$ cat src/rtl/bsg_wormhole_packet_collector.sv
// bsg_wormhole_packet_collector: reassembles a wormhole header+body flit stream into one wide packet word, draining oversize packets
module bsg_wormhole_packet_collector #(
  parameter int width_p = 32,
  parameter int x_cord_width_p = 4,
  parameter int y_cord_width_p = 4,
  parameter int len_width_p = 4,
  parameter int max_len_p = 3,
  parameter bit header_on_lsb_p = 1'b1
) (
  input  logic                             clk_i,
  input  logic                             reset_n_i,
  input  logic                             v_i,
  input  logic [width_p-1:0]               data_i,
  output logic                             ready_o,
  output logic                             v_o,
  output logic [(max_len_p+1)*width_p-1:0] data_o,
  output logic [len_width_p-1:0]           len_o,
  input  logic                             ready_i,
  output logic                             err_o
);
  localparam int len_lsb_lp = header_on_lsb_p ? x_cord_width_p + y_cord_width_p
                                              : width_p - x_cord_width_p - y_cord_width_p - len_width_p;
  localparam int pkt_w_lp = (max_len_p + 1) * width_p;
  localparam logic [len_width_p-1:0] one_lp = len_width_p'(1);
  localparam logic [len_width_p-1:0] max_lp = len_width_p'(max_len_p);
  typedef enum logic [1:0] {IDLE, COLLECT, SEND, DRAIN} state_e;
  state_e state_r, state_n;
  logic [len_width_p-1:0] count_r, hdr_len, slot;
  logic fire, last;
  assign ready_o = state_r != SEND;
  assign v_o = state_r == SEND;
  assign fire = v_i & ready_o;
  assign last = fire & (count_r == one_lp);
  assign hdr_len = data_i[len_lsb_lp +: len_width_p];
  assign slot = len_o - count_r + one_lp;
  always_ff @(posedge clk_i or negedge reset_n_i)
    if (!reset_n_i) state_r <= IDLE;
    else state_r <= state_n;
  always_comb begin
    state_n = state_r;
    case (state_r)
      IDLE:    if (fire) state_n = hdr_len == '0 ? SEND : hdr_len > max_lp ? DRAIN : COLLECT;
      COLLECT: if (last) state_n = SEND;
      SEND:    if (ready_i) state_n = IDLE;
      DRAIN:   if (last) state_n = IDLE;
      default: state_n = IDLE;
    endcase
  end
  always_ff @(posedge clk_i or negedge reset_n_i)
    if (!reset_n_i) begin
      count_r <= '0;
      data_o  <= '0;
      len_o   <= '0;
      err_o   <= 1'b0;
    end else begin
      err_o <= state_r == DRAIN && last;
      if (fire && state_r == IDLE) begin
        data_o  <= pkt_w_lp'(data_i);
        len_o   <= hdr_len;
        count_r <= hdr_len;
      end else if (fire) begin
        if (state_r == COLLECT) data_o[slot*width_p +: width_p] <= data_i;
        count_r <= count_r - one_lp;
      end
    end
  always_ff @(posedge clk_i)
    assert (max_len_p >= 1 && max_len_p < 2 ** len_width_p);
endmodule

$ cat config.mk
export PLATFORM = sky130hd
export DESIGN_NAME = bsg_wormhole_packet_collector
export DESIGN_NICKNAME = d
export VERILOG_FILES = /design/src/rtl/bsg_wormhole_packet_collector.sv
export SDC_FILE = /design/constraint.sdc
export NUM_CORES = 1
export LEC_CHECK = 0
export CAP_MARGIN = 15
export CORE_ASPECT_RATIO = 0.7
export CORE_UTILIZATION = 35
export CTS_CLUSTER_SIZE = 10
export DETAILED_ROUTE_END_ITERATION = 10
export GPL_ROUTABILITY_DRIVEN = 0
export GPL_TIMING_DRIVEN = 0
export HOLD_SLACK_MARGIN = 0.12
export PLACE_DENSITY = 0.63
export SYNTH_ARGS = -nofsm -noshare
export SYNTH_HDL_FRONTEND = slang
export SYNTH_SLANG_ARGS = --single-unit
$ cat constraint.sdc
create_clock -name clk_i -period 3.67 [get_ports clk_i]
set_input_delay 0.367 -clock clk_i [delete_from_list [all_inputs] [get_ports clk_i]]
set_output_delay 0.367 -clock clk_i [all_outputs]
set_load 0.02 [all_outputs]
**Word level (Yosys, flattened, before mapping)**

Cells that the tools add are included.

- Bitwise logic cells: 2
- Shift-type cells: 2
- Add/sub/neg operators: 4
- Equality and inequality tests: 9
- Multiplexer cells: 13
- $lt $le $gt $ge: 1
- Reduce and logical (&&, ||, !) cells: 8

Operators with widths:

| kind | number |
|---|---|
| $mux W128 | 3 |
| $bwmux W128 | 1 |
| $shift A32 B34 Y128 const A | 1 |
| $shiftx A32 B34 Y128 | 1 |
| $neg A9 Y34 | 1 |
| $mux W2 | 6 |
| $mux W4 | 2 |
| $ne A2 B2 Y1 const B | 4 |
| $pmux W2 S4 | 1 |
| $add A4 B1 Y4 const B | 1 |
| $eq A2 B2 Y1 const B | 2 |
| $eq A4 B1 Y1 const B | 1 |
| $gt A4 B2 Y1 const B | 1 |
| $logic_not A4 Y1 | 1 |
| $reduce_and A4 Y1 | 1 |
| $reduce_bool A2 Y1 | 2 |
| $sub A4 B1 Y4 const B | 1 |
| $sub A4 B4 Y4 | 1 |
| $and A1 B1 Y1 | 2 |
| $eq A2 B1 Y1 const B | 1 |
| $logic_and A1 B1 Y1 | 2 |
| $logic_not A2 Y1 | 1 |
| $ne A2 B1 Y1 const B | 1 |
| $reduce_and A2 Y1 | 1 |

- Bits of input ports: 36
- Word-level logic and storage cells: 44
- Output and inout bits: 135
- Bits in registers: 139

**Longest topological paths before layout**

Gate-level depths: netlist (run 1).

- Depth after elaboration: 8
- Depth in mapped cells: 16
- Mapped depth without buffers: 14

**Least setup slack after synthesis (run 1)**

OpenSTA, ideal clock, no wires.

- Path kind: flip-flop to flip-flop
- From: reg len_o[1]
- To: reg data_o[10]
- Library setup time: 125 ps
- Cell stages (with the launch flop): 16
- Buffers on the path: 1
- Arrival time: 3114 ps
- Period minus slack after synthesis: 3239 ps
- Required time: 3545 ps
- Path slack: 431 ps
- Cell sequence: dfrtp_1 > inv_1 > ha_1 > inv_1 > ha_1 > inv_1 > fa_1 > xor2_1 > xnor2_2 > ha_1 > nor4b_1 > nand4_1 > o21ai_0 > nand2_1 > buf_2 > mux2_2

- Longest elaborated chain between the ends: 8
- Elaborated cells between the ends (all ways): 9
- Those cells by class: add/sub (3); shift (2); mux (4)

Ends and longest elaborated chain:

| item | line | RTL |
|---|---|---|
| start: declaration | 17 | `output logic [len_width_p-1:0] len_o,` |
| start signal: assignment | 59 | `len_o <= hdr_len;` |
| $sub A4 B4 Y4 * | 35 | `assign slot = len_o - count_r + one_lp;` |
| $add A4 B1 Y4 * | 35 |  |
| $neg A9 Y34 * | 62 | `if (state_r == COLLECT) data_o[slot*width_p +: width_p] <= data_i;` |
| $shiftx A32 B34 Y128 / $shift A32 B34 Y128 (equally long branches) | 62 |  |
| $bwmux W128 * | 62 |  |
| $mux W128 * | 62 |  |
| $mux W128 * | 61 | `end else if (fire) begin` |
| $mux W128 * | 57 | `if (fire && state_r == IDLE) begin` |
| end signal: assignment | 58 | `data_o <= pkt_w_lp'(data_i);` |
| end signal: indexed assignment | 62 |  |
| end: declaration | 16 | `output logic [(max_len_p+1)*width_p-1:0] data_o,` |

Mark *: on every way between the ends. The rest lies on a longest branch, timed or not. The select of a mux whose other input is x is not followed.
A chain may end at the register's enable or synchronous reset.

**Worst setup path in the final report (run 1)**

- From: reg count_r[1]
- To: reg data_o[3]

- Longest elaborated chain between the ends: 8
- Elaborated cells between the ends (all ways): 9
- Those cells by class: add/sub (3); shift (2); mux (4)

Ends and longest elaborated chain:

| item | line | RTL |
|---|---|---|
| start: declaration | 28 | `logic [len_width_p-1:0] count_r, hdr_len, slot;` |
| start signal: assignment | 60 | `count_r <= hdr_len;` |
| start signal: assignment | 63 | `count_r <= count_r - one_lp;` |
| $sub A4 B4 Y4 * | 35 |  |
| $add A4 B1 Y4 * | 35 |  |
| $neg A9 Y34 * | 62 |  |
| $shiftx A32 B34 Y128 / $shift A32 B34 Y128 (equally long branches) | 62 |  |
| $bwmux W128 * | 62 |  |
| $mux W128 * | 62 |  |
| $mux W128 * | 61 |  |
| $mux W128 * | 57 |  |

Marks and branches as above.

==> results.sh, run 1 <==
export IMPL_die_h_um=106.5
export IMPL_p_leak_nw=3.536
export IMPL_drv_cap=0
export IMPL_cts_tree="yes"
export IMPL_antennaDiodeCount=0
export IMPL_worstPathRequired_ps=3960
export IMPL_post_cts_setup_buffers=0
export IMPL_netlist_instances=396
export IMPL_avgRoutedWirePerCell_um=20.15
export IMPL_place_hpwl_mm=11.51
export IMPL_skew_ps=11.16
export IMPL_yosysWarnings=0
export IMPL_final_util_pct=53.74
export IMPL_start_util_pct=36.53
export IMPL_synth_area_top_cells="dfrtp_1 64%, a22o_1 12%, mux2_2 7.2%"
export IMPL_area_growth_pct=47.11
export IMPL_hold_depth=3
export IMPL_worst_r2r_cell_count=14
export IMPL_reg2reg_slack_ps=200
export IMPL_place_ws_ps=130.2
export IMPL_syn_nets=441
export IMPL_setup_violations=0
export IMPL_fin_ws_ps=199.1
export IMPL_nNetsFinal=629
export IMPL_wl_mm=15.94
export IMPL_worstPathArrival_ps=3760
export IMPL_fillers=1278
export IMPL_rsz0062_at_grt="true"
export IMPL_min_period_ps=3471
export IMPL_ctsRootBufferMaster="clkbuf_16"
export IMPL_powerDensity_nw_per_um2=957.1
export IMPL_grtUsageTotal_pct=20.83
export IMPL_rr_endpoint="data_o[3]"
export IMPL_worst_pin_slew_ps=668.6
export IMPL_grt_ovfl_total=0
export IMPL_dieWidth_um=151.3
export IMPL_grt_pass1_wl_mm=25.11
export IMPL_synthFlopType="dfrtp_1"
export IMPL_num_vias=4195
export IMPL_hold_class="in2reg"
export IMPL_final_cell_mix="166 x clkdlybuf4s50_1, 139 x dfrtp_1, 74 x a22o_1, 35 x mux2_2"
export IMPL_htree_num_levels=4
export IMPL_hold_viol=0
export IMPL_slew_violations=0
export IMPL_layout_drive_gt1_share_pct=15.27
export IMPL_syn_area_per_cell_um2=13.79
export IMPL_antenna_found_initial=0
export IMPL_clk_latency_ps=410
export IMPL_grt_max_degree=90
export IMPL_clk_pin_slew_ps=60
export IMPL_first_pass_iters=5
export IMPL_via_per_inst=5.303
export IMPL_syn_area_um2=5463
export IMPL_finalCritPeriodShare_pct=94.58
export IMPL_die_area_um2=16120
export IMPL_critical_path_class="reg2reg"
export IMPL_max_freq_ghz=0.2881
export IMPL_min_from="data_i[9]"
export IMPL_design_core_area_um2=14950
export IMPL_peakVddDrop_mv=0.3903
export IMPL_drc_errors=0
export IMPL_rr_startpoint="count_r[1]"
export IMPL_cts_buffers=17
export IMPL_yosysTopAreaCell="dfrtp_1"
export IMPL_worst_path_max_fanout=10
export IMPL_drt_antenna_violating_nets=0
export IMPL_synth_edf_count=0
export IMPL_layout_commonest_cell="clkdlybuf4s50_1"
export IMPL_io_buffers=167
export IMPL_crit_start="count_r[1]"
export IMPL_synth_top_area_share_pct=63.67
export IMPL_synth_seq_area_share_pct=63.67
export IMPL_ys_types=38
export IMPL_hold_path_end="len_o[1]"
export IMPL_first_global_vias=4305
export IMPL_dr_first_iter_drc_count=191
export IMPL_async_reset_ff_share_pct=100.0
export IMPL_ys_seq_elements=139
export IMPL_cts_sink_count=139
export IMPL_io_pins=171
export IMPL_slew_limit_headroom_pct=55.13
export IMPL_cts_buffer_depth=2
export IMPL_worstSetupEndpointType="flip-flop"
export IMPL_status="finished clean"
export IMPL_rows=37
export IMPL_worst_setup_path_start_kind="flip-flop"
export IMPL_power_mw=7.692
[through the flow]
step                      instances  hold WS, ps  instance area [um2]  TNS [ps]
after global placement          758        473.5                 7378   -442150
after floorplan                 396        71.41                 5463         0
after global routing            791        413.7                 8036    -535.4
final                           791        405.7                 8036         0
after detailed placement        759        337.9                 7407         0
after CTS                       791        388.5                 8025         0
[flip-flops by register name, summed over array words and instances, names as in the netlist]
register / flops
count_r: 4
len_o: 4
data_o: 128
state_r: 2
err_o: 1
[critical path, stage by stage (launching register included)]
cell     delay [ps]
dfrtp_1         420
ha_1            280
inv_1            60
ha_1            140
inv_1            50
fa_1            360
xor2_1          180
xnor2_2         240
ha_1            310
nor4b_1         260
nand4_1         130
o21ai_0         170
nand2_1         170
buf_2           290
mux2_2          310
[routing by layer]
metal	track usage, %	part of all wire [%]	up-vias
li1	-	-	1850
met2	30.53	43	174
met1	29.87	47	2156
met4	5.786	1.3	0
met3	5.880	9.0	15
met5	0	0	-
[cell usage after synthesis (2+ instances only)]
master and instances:
dfrtp_1 139, a22o_1 74, mux2_2 35, nand2_1 17, buf_2 16, o2bb2ai_1 15, inv_1 12, clkbuf_1 11
o21ai_0 11, ha_1 8, a32o_1 7, nor2_1 6, a21oi_1 4, nand3_1 4, nor2b_1 4, nor3b_1 3
o21ai_1 3, a21o_1 2, and2_1 2, buf_1 2, nor3_1 2, xnor2_2 2, xor2_1 2
[how the worst max path moves through the flow]
stage | cells past startpoint | end | slack [ps]
after floorplan | 15 | data_o[10] | 430
after global placement | 1 | data_o[80] | -3190
after detailed placement | 13 | data_o[87] | 130
after CTS | 14 | data_o[88] | 120
after global routing | 14 | data_o[4] | -40
final | 14 | data_o[3] | 200
[where the power goes]
part,internal [mW],switching (mW)
clock network,1.08,0.695
registers,2.01,0.305
logic,1.62,1.98
[cell families (layout without fill, tap and decap cells)]
family | Yosys count | in the layout | synth area share, %
AOI/OAI and AO/OA | 122 | 122 | 18.37
xor gates and xnor gates | 4 | 4 | 0.9162
adders and majority gates | 9 | 9 | 2.199
buffers and inverters | 41 | 241 | 3.184
DFF | 139 | 139 | 63.67
muxes | 35 | 35 | 7.215
and+or+nand+nor | 46 | 46 | 4.444
[final cells by class]
type / count / area [um2] / share of cell area [%]
Buffer: 29 / 135.1 / 1.681
Clock buffer: 17 / 425.4 / 5.293
Clock inverter: 14 / 182.7 / 2.273
Inverter: 12 / 45.04 / 0.5605
Multi-Input combinational cell: 216 / 1815 / 22.59
Sequential cell: 139 / 3478 / 43.28
Tap cell: 195 / 244.0 / 3.036
Timing Repair Buffer: 169 / 1710 / 21.28
[timing repair]
item                                    4_1_cts  5_1_grt
hold buffers                                  1        0
gates resized for setup                       0        6
hold endpoints to repair                     50        0
endpoints found under the setup margin        0       60
Power figures use the tool's default switching activity.
==> run 2: changes to the inputs <==
- CORE_ASPECT_RATIO: 0.7 -> 1.5
- GPL_TIMING_DRIVEN: 0 -> unset
- clock period: 3.67 -> 3.8 ns (I/O delays scaled with it)
==> results.sh, run 2 (synthesis results as in run 1) <==
export IMPL_status="finished clean"
export IMPL_grtUsageMet3_pct=3.896
export IMPL_finalCritPeriodShare_pct=93.23
export IMPL_worstPathArrival_ps=3880
export IMPL_tns_ps=0
export IMPL_path_delay_family="simple AND/OR/NAND/NOR gates"
export IMPL_cts_buffer_depth=2
export IMPL_rows=55
export IMPL_io_pins=171
export IMPL_powerDensity_nw_per_um2=914.2
export IMPL_worst_pin_slew_ps=1050
export IMPL_p_clk_share_pct=21.8
export IMPL_worstSetupEndpointType="flip-flop"
export IMPL_regMostFlops="data_o"
export IMPL_min_period_ps=3543
export IMPL_grt_max_degree=96
export IMPL_critical_path_class="reg2reg"
export IMPL_grtUsageTotal_pct=20.29
export IMPL_use_met2_pct=36.29
export IMPL_crit_path_max_incr_delay_ps=800
export IMPL_largest_registers="data_o: 128 flops, count_r: 4 flops, len_o: 4 flops"
export IMPL_design_core_area_um2=15140
export IMPL_slew_limit_headroom_pct=29.70
export IMPL_hold_class="reg2reg"
export IMPL_path_buf_inv=2
export IMPL_power_frac_seq_pct=31.3
export IMPL_stdcell_area_um2=7981
export IMPL_avgRoutedWirePerCell_um=20.36
export IMPL_setup_violations=0
export IMPL_via_per_inst=5.317
export IMPL_p_leak_nw=3.486
export IMPL_max_freq_ghz=0.2823
export IMPL_clk_latency_ps=420
export IMPL_grt_pass1_wl_mm=25.07
export IMPL_die_h_um=155.0
export IMPL_rsz0062_at_grt="false"
export IMPL_die_area_um2=16120
export IMPL_skew_ps=11.00
export IMPL_grt_busiest_layer="met2"
export IMPL_dieWidth_um=104.0
export IMPL_place_hpwl_mm=11.13
export IMPL_worst_path_max_fanout=24
export IMPL_combinationalPowerShare_pct=46.9
export IMPL_ctsRootBufferMaster="clkbuf_16"
export IMPL_first_pass_iters=4
export IMPL_peakVddDrop_mv=0.5776
export IMPL_dr_first_iter_drc_count=169
export IMPL_path_cells="ha_1, inv_1, ha_1, inv_1, fa_1, xor2_1, xnor2_2, ha_1, nor2_1, and4_1, o21ai_1, nor3_4, a22o_1"
export IMPL_grt_ovfl_total=0
export IMPL_place_area_um2=7393
export IMPL_largest_reg_flops=128
export IMPL_hold_depth=1
export IMPL_switching_share_pct=39.03
export IMPL_use_met1_pct=23.42
export IMPL_layout_commonest_cell="clkdlybuf4s50_1"
export IMPL_cts_buffers=17
export IMPL_area_growth_pct=46.11
export IMPL_drc_errors=0
export IMPL_clk_pin_slew_ps=60
export IMPL_path_depth=13
export IMPL_cp_common_cell="ha_1"
export IMPL_fillers=1350
export IMPL_antenna_found_initial=1
export IMPL_nNetsFinal=612
export IMPL_drt_antenna_violating_nets=0
export IMPL_wl_mm=15.88
export IMPL_cts_sink_count=139
export IMPL_drv_cap=0
export IMPL_worstPathRequired_ps=4140
export IMPL_cts_tree="yes"
export IMPL_cpMaxStageDelayCell="nor3_4"
export IMPL_start_util_pct=36.08
export IMPL_htree_num_levels=4
export IMPL_slew_violations=0
export IMPL_power_switching_mw=2.848
export IMPL_post_cts_setup_buffers=0
export IMPL_hold_viol=0
export IMPL_num_vias=4147
export IMPL_internal_power_mw=4.448
export IMPL_first_global_vias=4396
export IMPL_final_cell_mix="169 x clkdlybuf4s50_1, 139 x dfrtp_1, 74 x a22o_1, 35 x mux2_2"
export IMPL_worst_setup_path_start_kind="flip-flop"
export IMPL_io_buffers=170
export IMPL_layout_drive_gt1_share_pct=14.66
export IMPL_worst_r2r_cell_count=13
==> run 2: cell count changes in the layout (fill, tap and decap cells not counted), sizes merged <==
cell | before | now
inv | 19 | 17
clkinvlp | 2 | 4
clkdlybuf4s50 | 166 | 169
clkbuf | 29 | 19
bufinv | 3 | 1
buf | 19 | 11
diode | 0 | 1
clkinv | 2 | 3
==> run 2: power by group through the flow <==
stage	logic (mW)	clock network [mW]	registers (mW)
3_5_place_dp	3.43	0	2.31
5_1_grt	3.67	1.69	2.34
2_1_floorplan	1.49	0	2.73
3_3_place_gp	3.30	0	2.29
6_report	3.42	1.59	2.29
4_1_cts	3.44	1.63	2.29
==> run 2: layout make-up <==
| class | count | area, um2 | area share (%) |
|---|---|---|---|
| clock buffers | 19 | 442.9 | 5.549 |
| clock inverters | 13 | 132.6 | 1.662 |
| multi-input cells | 216 | 1831 | 22.93 |
| flip-flops and latches | 139 | 3478 | 43.58 |
| well taps | 199 | 249.0 | 3.120 |
| inverters | 12 | 45.04 | 0.5644 |
| repair buffers | 181 | 1800 | 22.56 |
| diodes | 1 | 2.502 | 0.03135 |
==> run 2: path summary, 6_finish.rpt <==
kind	from	endpoint	slack, ps
worst min-delay path	data_o[107]	data_o[107]	490
worst max register to register	count_r[1]	data_o[64]	260
worst min register to register	data_o[107]	data_o[107]	490
max in group asynchronous	reset_n_i	data_o[110]	2290
worst max-delay path	count_r[1]	data_o[64]	260
min in group asynchronous	reset_n_i	data_o[111]	570
==> run 2: metrics by stage <==
step	hold slack (ps)	total power [mW]	setup WS [ps]	util, %	instances
2_1_floorplan	84.41	4.217	561.5	-	396
3_3_place_gp	471.5	5.593	432.9	48.83	746
3_5_place_dp	480.9	5.736	252.8	48.83	746
4_1_cts	493.8	7.356	234.5	52.70	779
5_1_grt	514.1	7.703	50.09	52.72	780
6_report	487.9	7.296	257.1	52.72	780
==> run 2: routing by layer <==
| metal | vias up | part of all wire (%) |
|---|---|---|
| met1 | 2146 | 38 |
| met3 | 26 | 4.0 |
| met4 | 0 | 3.4 |
| met5 | - | 0 |
| li1 | 1821 | - |
| met2 | 154 | 54 |
==> run 2: what timing repair did <==
item                                   in CTS  in global routing
setup endpoints to repair                   0                 11
endpoints found under the hold margin      79                  0
resized for setup                           0                  1
hold buffers                                1                  0
==> run 3: changes to the inputs <==
- CORE_UTILIZATION: 35 -> 46
- PLACE_DENSITY: 0.63 -> 0.79
- SLEW_MARGIN: unset -> 5
==> results.sh, run 3 (synthesis results as in run 1) <==
export IMPL_worstPathArrival_ps=3720
export IMPL_start_util_pct=47.37
export IMPL_worst_pin_slew_ps=986.5
export IMPL_drv_cap=0
export IMPL_cts_buffer_depth=2
export IMPL_dr_first_iter_drc_count=277
export IMPL_min_period_ps=3430
export IMPL_slew_limit_headroom_pct=34.23
export IMPL_rsz0062_at_grt="false"
export IMPL_grt_ovfl_total=0
export IMPL_hold_viol=0
export IMPL_layout_drive_gt1_share_pct=15.00
export IMPL_largest_reg_flops=128
export IMPL_nNetsFinal=612
export IMPL_fin_ws_ps=369.5
export IMPL_grt_pass1_wl_mm=24.03
export IMPL_place_ws_ps=396.0
export IMPL_first_pass_iters=4
export IMPL_internal_power_mw=4.431
export IMPL_avgRoutedWirePerCell_um=20.49
export IMPL_place_area_um2=7322
export IMPL_skew_ps=7.931
export IMPL_num_vias=4159
export IMPL_io_pins=171
export IMPL_p_clk_share_pct=21.5
export IMPL_layout_commonest_cell="clkdlybuf4s50_1"
export IMPL_finalCritPeriodShare_pct=90.28
export IMPL_place_hpwl_mm=10.39
export IMPL_combinationalPowerShare_pct=47.1
export IMPL_die_h_um=135.5
export IMPL_max_freq_ghz=0.2915
export IMPL_clk_pin_slew_ps=60
export IMPL_slew_violations=0
export IMPL_hold_class="in2async"
export IMPL_post_cts_setup_buffers=0
export IMPL_cts_tree="yes"
export IMPL_peakVddDrop_mv=0.6886
export IMPL_grt_max_degree=115
export IMPL_ctsRootBufferMaster="clkbuf_16"
export IMPL_power_switching_mw=2.791
export IMPL_io_buffers=170
export IMPL_p_leak_nw=3.473
export IMPL_final_cell_mix="169 x clkdlybuf4s50_1, 139 x dfrtp_1, 74 x a22o_1, 35 x mux2_2, 17 x clkbuf_16"
export IMPL_cts_buffers=17
export IMPL_worst_path_max_fanout=19
export IMPL_stdcell_area_um2=7883
export IMPL_tns_ps=0
export IMPL_status="finished clean"
export IMPL_cts_hold_buf=0
export IMPL_first_global_vias=4356
export IMPL_switching_share_pct=38.64
export IMPL_drc_errors=0
export IMPL_power_frac_seq_pct=31.5
export IMPL_clk_latency_ps=410
export IMPL_dieWidth_um=90.98
export IMPL_rows=48
export IMPL_setup_violations=0
export IMPL_critical_path_class="reg2reg"
export IMPL_worst_setup_path_start_kind="flip-flop"
export IMPL_htree_num_levels=4
export IMPL_cts_sink_count=139
export IMPL_antennaDiodeCount=0
export IMPL_worstPathRequired_ps=4090
export IMPL_regMostFlops="data_o"
export IMPL_grtUsageTotal_pct=25.46
export IMPL_powerDensity_nw_per_um2=916.2
export IMPL_design_core_area_um2=11530
export IMPL_cts_resized=0
export IMPL_largest_registers="data_o: 128 flops, count_r: 4 flops, len_o: 4 flops"
export IMPL_antenna_found_initial=0
export IMPL_worstSetupEndpointType="flip-flop"
export IMPL_drt_antenna_violating_nets=0
export IMPL_wl_mm=14.96
export IMPL_die_area_um2=12320
export IMPL_area_growth_pct=44.30
export IMPL_via_per_inst=5.697
==> run 3: power groups by stage <==
stage	registers, mW	clock network, mW	logic [mW]
5_1_grt	2.33	1.65	3.61
4_1_cts	2.27	1.58	3.41
2_1_floorplan	2.73	0	1.49
3_3_place_gp	2.27	0	3.26
6_report	2.27	1.55	3.40
3_5_place_dp	2.29	0	3.38
==> run 3: through the flow <==
| stage | util [%] | cells | power, mW | hold WS [ps] |
|---|---|---|---|---|
| after floorplan | - | 396 | 4.217 | 84.41 |
| after global placement | 63.50 | 698 | 5.524 | 476.5 |
| after detailed placement | 63.50 | 698 | 5.672 | 472.8 |
| after CTS | 68.36 | 730 | 7.256 | 149.5 |
| after global routing | 68.36 | 730 | 7.585 | 197.5 |
| final | 68.36 | 730 | 7.222 | 109.1 |
==> run 3: cell type report <==
cell class                      count  area (um2)
Multi-Input combinational cell    216        1826
Tap cell                          150       187.7
Clock buffer                       19       442.9
Inverter                           12       45.04
Sequential cell                   139        3478
Timing Repair Buffer              181        1785
Fill cell                         859        3649
Clock inverter                     13       117.6
==> run 3: final timing paths <==
| kind | endpoint | cells past startpoint | from | slack, ps |
|---|---|---|---|---|
| min reg2reg | data_o[81] | 1 | data_o[81] | 490 |
| min in group clk_i | data_o[81] | 1 | data_o[81] | 490 |
| min | data_o[44] | 1 | reset_n_i | 110 |
| max reg2reg | data_o[7] | 14 | count_r[1] | 370 |
| max | data_o[7] | 14 | count_r[1] | 370 |
| max in group asynchronous | data_o[30] | 2 | reset_n_i | 2760 |
==> run 3: critical path, stage by stage (launching register included) <==
cell     delay [ps]
dfrtp_1         420
ha_1            290
inv_1            60
ha_1            130
inv_1            40
fa_1            360
xor2_1          170
xnor2_2         260
ha_1            310
nor4b_1         270
nand4_1         140
o21ai_0         220
nand2_2          80
buf_4           240
mux2_2          310
==> run 3: routing by layer <==
metal	vias to the layer above	routed length, um	GRT usage, %
met4	0	401	11.90
met1	2132	5686	29.20
met5	-	0	0
li1	1822	-	-
met2	177	8060	45.58
met3	28	812	5.107
